File: src/rtl/seven_seg_scanner.sv
// Time-multiplexed driver for a 4-digit common-anode seven-segment display.
// It takes one input snapshot per scan frame and blanks every anode at the start of each digit slot.
module seven_seg_scanner #(
    parameter int SCAN_DIV     = 25000,
    parameter int BLANK_CYCLES = 64
) (
    input  logic       clk_i,
    input  logic       rst_i,
    input  logic       digit0_en_i,
    input  logic       digit1_en_i,
    input  logic       digit2_en_i,
    input  logic       digit3_en_i,
    input  logic [3:0] digit0_i,
    input  logic [3:0] digit1_i,
    input  logic [3:0] digit2_i,
    input  logic [3:0] digit3_i,
    output logic [3:0] anode_o,
    output logic [6:0] segments_o
);

    localparam int CW = (SCAN_DIV > 1) ? $clog2(SCAN_DIV) : 1;
    localparam logic [CW-1:0] CNT_LAST  = CW'(SCAN_DIV - 1);
    localparam logic [CW-1:0] CNT_BLANK = CW'(BLANK_CYCLES);

    // Active-low cathodes, bit order g,f,e,d,c,b,a.
    function automatic logic [6:0] hex_decode(input logic [3:0] v);
        logic [6:0] seg;
        case (v)
            4'h0: seg = 7'b1000000;
            4'h1: seg = 7'b1111001;
            4'h2: seg = 7'b0100100;
            4'h3: seg = 7'b0110000;
            4'h4: seg = 7'b0011001;
            4'h5: seg = 7'b0010010;
            4'h6: seg = 7'b0000010;
            4'h7: seg = 7'b1111000;
            4'h8: seg = 7'b0000000;
            4'h9: seg = 7'b0010000;
            4'hA: seg = 7'b0001000;
            4'hB: seg = 7'b0000011;
            4'hC: seg = 7'b1000110;
            4'hD: seg = 7'b0100001;
            4'hE: seg = 7'b0000110;
            default: seg = 7'b0001110;
        endcase
        return seg;
    endfunction

    logic [CW-1:0]   r_cnt;
    logic [1:0]      r_idx;
    logic [3:0]      r_snap_en;
    logic [3:0][3:0] r_snap_nib;
    logic [3:0]      r_anode;
    logic [6:0]      r_seg;

    logic            w_frame_start;
    logic            w_lit;
    logic [3:0]      w_anode_sel;

    assign w_frame_start = (r_cnt == '0) && (r_idx == 2'd0);
    assign w_lit         = (r_cnt >= CNT_BLANK) && r_snap_en[r_idx];
    assign w_anode_sel   = ~(4'b0001 << r_idx);

    always_ff @(posedge clk_i) begin
        if (rst_i) begin
            r_cnt      <= '0;
            r_idx      <= 2'd0;
            r_snap_en  <= 4'h0;
            r_snap_nib <= '0;
            r_anode    <= 4'hF;
            r_seg      <= 7'h7F;
        end else begin
            if (r_cnt == CNT_LAST) begin
                r_cnt <= '0;
                r_idx <= r_idx + 2'd1;
            end else begin
                r_cnt <= r_cnt + 1'b1;
            end

            // Whole-frame snapshot so a frame never mixes old and new digits.
            if (w_frame_start) begin
                r_snap_en  <= {digit3_en_i, digit2_en_i, digit1_en_i, digit0_en_i};
                r_snap_nib <= {digit3_i, digit2_i, digit1_i, digit0_i};
            end

            if (w_lit) begin
                r_anode <= w_anode_sel;
                r_seg   <= hex_decode(r_snap_nib[r_idx]);
            end else begin
                r_anode <= 4'hF;
                r_seg   <= 7'h7F;
            end
        end
    end

    assign anode_o    = r_anode;
    assign segments_o = r_seg;

endmodule

File: config.mk
export PLATFORM = sky130hd
export DESIGN_NAME = seven_seg_scanner
export DESIGN_NICKNAME = d
export VERILOG_FILES = /design/src/rtl/seven_seg_scanner.sv
export SDC_FILE = /design/constraint.sdc
export NUM_CORES = 1
export LEC_CHECK = 0
export BUFFER_PORTS_ARGS = -buffer_cell sky130_fd_sc_hd__buf_2
export CORE_MARGIN = 2
export CORE_UTILIZATION = 25
export DETAILED_ROUTE_END_ITERATION = 8
export HOLD_SLACK_MARGIN = 0.06
export PLACE_DENSITY = 0.45
export SLEW_MARGIN = 20
export SYNTH_ARGS = -nofsm -noshare
export SYNTH_HDL_FRONTEND = slang
export SYNTH_SLANG_ARGS = --single-unit
File: constraint.sdc
create_clock -name clk_i -period 4.75 [get_ports clk_i]
set_input_delay 1.1875 -clock clk_i [delete_from_list [all_inputs] [get_ports clk_i]]
set_output_delay 1.1875 -clock clk_i [all_outputs]
set_load 0.1 [all_outputs]
Word-level counts from Yosys, hierarchy flattened
Memory sizes are Yosys's and may differ from the RTL's. A register that Yosys moved wholly into a read port is not among the register bits.
Cells that the tools add are included.
{"block": "classes", "mux": 4, "reduce_logical": 6, "n_mul": 0, "div": 0, "n_addsub": 2, "n_bitwise": 2, "shifts": 1, "magnitude_cmp": 2, "eq_ne": 1}
{"op": "adder 15 x 1 -> 15 bit, second input constant", "count": 1}
{"op": "equality test 15 bit, second input constant", "count": 1}
{"op": ">= comparator 15 x 7 -> 1 bit, second input constant", "count": 1}
{"op": "logical NOT 15 bit", "count": 1}
{"op": "binary-select mux 4 bit (select 2 bit)", "count": 1}
{"op": "two-way mux 4 bit", "count": 1}
{"op": "inverter 4 bit", "count": 1}
{"op": "OR reduction 2 bit", "count": 2}
{"op": "left shift 1 x 2 -> 4 bit, first input constant", "count": 1}
{"op": "less-than comparator 2 x 3 -> 1 bit, second input constant", "count": 1}
{"op": "adder 2 x 1 -> 2 bit, second input constant", "count": 1}
{"op": "binary-select mux 1 bit (select 2 bit)", "count": 1}
{"op": "logical AND 1 bit", "count": 2}
{"op": "logical NOT 2 bit", "count": 1}
{"op": "two-way mux 1 bit", "count": 1}
{"op": "inverter 1 bit", "count": 1}
{"block": "totals", "memories": 1, "rom_bits": 112, "wordCells": 27, "output_inout_bits": 11, "mem_bits_rw": 0, "regBits": 41, "input_bits": 22, "latch_bits": 0}
{"name": "(name not given)", "depth": 16, "word_bits": 7, "read_ports": 1, "rd_ports_with_merged_regs": 1, "wr": 0, "line": "28", "rtl": "case (v)"}

Depth between registers and ports, before layout
{"block": "depth", "depth_word": 5, "ltp_mapped": 8, "depth_no_buf": 7}

Least setup slack after synthesis
Ideal clock, no wire load.
{"block": "synth_path", "kind": "flip-flop to output port", "from": "reg r_anode[0], in the netlist anode_o[0]", "to": "out anode_o[0]", "path_slack_ns": 2.654, "stages_incl_launch_ff": 1, "path_buffers": 0, "required_time_ns": 3.563, "t_arrival_ns": 0.909, "path_cell_list": "dfxtp_1"}
{"item": "start: declaration", "line": "53", "rtl": "logic [3:0] r_anode;"}
{"item": "start signal: assignment", "line": "87", "rtl": "r_anode <= w_anode_sel;"}
{"item": "end: declaration", "line": "17", "rtl": "output logic [3:0] anode_o,"}
No word-level cell between the ends.

Final worst setup path
{"block": "layout_path", "from": "reg r_cnt[11]", "to": "reg r_cnt[7]"}
{"block": "layout_between", "elab_chain_cells": 2}
{"item": "start: declaration", "line": "49", "rtl": "logic [CW-1:0] r_cnt;"}
{"item": "start signal: assignment", "line": "77", "rtl": "r_cnt <= r_cnt + 1'b1;"}
{"item": "equality test 15 bit", "line": "73", "rtl": "if (r_cnt == CNT_LAST) begin"}
{"item": "OR reduction 2 bit (no source line)"}
Every way passes these cells.
A chain may end at the register's enable or synchronous reset.

==> results_dict.tcl <==
set metrics [dict create \
    status "finished clean" \
    synth_top_area_share_pct 43.5 \
    synthFlopType "dfxtp_1" \
    final_common_cell "nand2_1" \
    track_usage_pct 10.1 \
    htreeDepth 2 \
    synth_fp_nets 291 \
    async_flop_share_pct 0 \
    vias 1693 \
    cts_root_buf "clkbuf_8" \
    vias_per_cell 4.32 \
    regToRegSetupSlack_ns 2.39 \
    hold_buffers 0 \
    ys_types 28 \
    gp_congestion 0.781 \
    peakVddDrop_uv 132 \
    overflow 0 \
    syn-cell-area_mm2 0.00221 \
    syn_inst 257 \
    rsz0062_at_grt "false" \
    antenna_found_initial 0 \
    maxSlewHeadroom_pct 45.4 \
    num_io_pins 33 \
    synthTopCellsByArea "dfxtp_1, nand2_1, ha_1" \
    fin_crit_ns 2.36 \
    setup_viol 0 \
    skew_ns 0.0114 \
    grt_pass1_vias 1587 \
    wl_met2_mm 2.01 \
    initialDrtViolationCount 101 \
    num-fill-cells 953 \
    yosysTopAreaCell "dfxtp_1" \
    cp-startpoint "r_cnt[11]$_SDFF_PP0_" \
    synth_edf_count 0 \
    tritoncts "yes" \
    fp.coreArea_mm2 0.00864 \
    synth.yosys.seq_area_share_pct 43.5 \
    die-area_mm2 0.00960 \
    drtPass1Iterations 4 \
    synth-seq-cells 48 \
    die_w_um 98.0 \
    path_clk_slew_ns 0.10 \
    timing.fmax_ghz 0.424 \
    routed_wl_mm 4.61 \
    clockBufferDepth 2 \
    place_inst 384 \
    maxSlewViolCount 0 \
    highest_layer "met4" \
    drc 0 \
    final_net_count 317 \
    hp-class "reg2reg" \
    grt_pass1_wl_mm 7.91 \
    avgSynthCellArea_um2 8.59 \
    drv_cap 0 \
    startpoint_type "flip-flop" \
    crit_fanout 14 \
    yosysWarnings 0 \
    cts_resized 0 \
    drive_above_1_share_pct 16.5 \
    tightest_slew_ns 0.819 \
    power_leakage_nw 0.988 \
    start_util_pct 25.6 \
    p_per_area_mw_per_mm2 311 \
    min_from "r_snap_nib[3]$_SDFFE_PP0P_" \
    cts_setup_buffers 0 \
    fin_tns_setup_ns 0 \
    r2r-start "r_cnt[11]$_SDFF_PP0_" \
    wl_met1_mm 2.34 \
    arrival_ns 2.52 \
    grt_max_degree 26 \
    fin_crit_sh_pct 49.7 \
    hold_violations 0 \
    io_buffer_count 32 \
    clk_latency_ns 0.30 \
    antenna_cells 0 \
    num_rows 34 \
    cts.sinks 48 \
    die_h_um 98.0 \
    layout.cells.non_filler 392 \
    syn_to_final_growth_pct 15.2 \
    dp_hpwl_mm 3.37 \
    end_kind "flip-flop" \
    layout_common_cells "nand2_1, dfxtp_1, buf_2" \
    post_drt_wl_per_cell_um 11.8 \
    worstSetupPathType "reg2reg" \
    ant_nets 0 \
    dr_wl_met3_um 197 \
    cts_buffers 5 \
    cp.required_ns 4.91 \
]
-- state kept, by name, indices dropped and copies added (netlist names) --
signal      cells
anode_o         4
r_snap_en       4
r_idx           2
r_snap_nib     16
r_cnt          15
segments_o      7
-- per-stage QoR --
step / power (mW) / worst slack [ns] / hold slack (ns) / area [um2] / util [%]
global route: 0.838 / 2.19 / 0.476 / 2540 / 29.5
finish: 0.790 / 2.39 / 0.455 / 2540 / 29.5
floorplan: 0.518 / 2.65 / 0.429 / 2210 / -
CTS: 0.806 / 2.27 / 0.460 / 2540 / 29.4
detailed placement: 0.544 / 2.15 / 0.445 / 2440 / 28.3
global placement: 0.543 / 2.20 / 0.438 / 2440 / 28.3
-- cells by family after synthesis --
kind of cell    count (synthesis)  share of synthesized area, %
mux                            12                          7.20
simple gates                  110                          22.3
flops                          48                          43.5
xor+xnor                       16                          6.35
fa+ha+maj                      12                          6.80
compound gates                 37                          9.35
buf+inv                        22                          4.48
-- path summary, 6_finish.rpt --
check / end / depth (start not counted)
setup reg to reg: r_cnt[7]$_SDFF_PP0_ / 5
setup / recovery: r_cnt[7]$_SDFF_PP0_ / 5
hold reg to reg: r_snap_nib[3]$_SDFFE_PP0P_ / 2
hold / removal: r_snap_nib[3]$_SDFFE_PP0P_ / 2
-- critical path, cell delays in order (launching register included) --
cell	delay (ns)
dfxtp_1	0.36
or3_1	0.42
or3_4	0.38
nor3b_4	0.27
or2_0	0.67
nor2_1	0.11
-- layer usage --
layer  GRT usage, %  vias up
met5              0        -
met3           3.08        6
li1               -      907
met2           14.8       34
met1           14.2      746
met4           3.21        0
-- synth_stat cells, types with 6 or more instances --
| library cell | count |
|---|---|
| a21oi_1 | 25 |
| buf_2 | 7 |
| dfxtp_1 | 48 |
| ha_1 | 12 |
| inv_1 | 9 |
| mux2i_1 | 8 |
| nand2_1 | 57 |
| nand3_1 | 6 |
| nor2_1 | 26 |
| xor2_1 | 11 |
-- where the power goes --
group	leakage [nW]	switching, mW	internal (mW)	total (mW)
Clock	0.0491	0.147	0.108	0.256
Combinational	0.548	0.0634	0.0411	0.104
Sequential	0.391	0.00935	0.421	0.430
Total	0.988	0.220	0.570	0.790
-- final cells by class --
class,instances,area (um2),area share (%)
multi-input combinational,187,1160,45.5
sequential,48,961,37.8
timing repair buffer,32,160,6.30
tap,108,135,5.31
clock buffer,5,68.8,2.71
inverter,9,33.8,1.33
clock inverter,3,26.3,1.03
(Power assumes the default switching activity.)
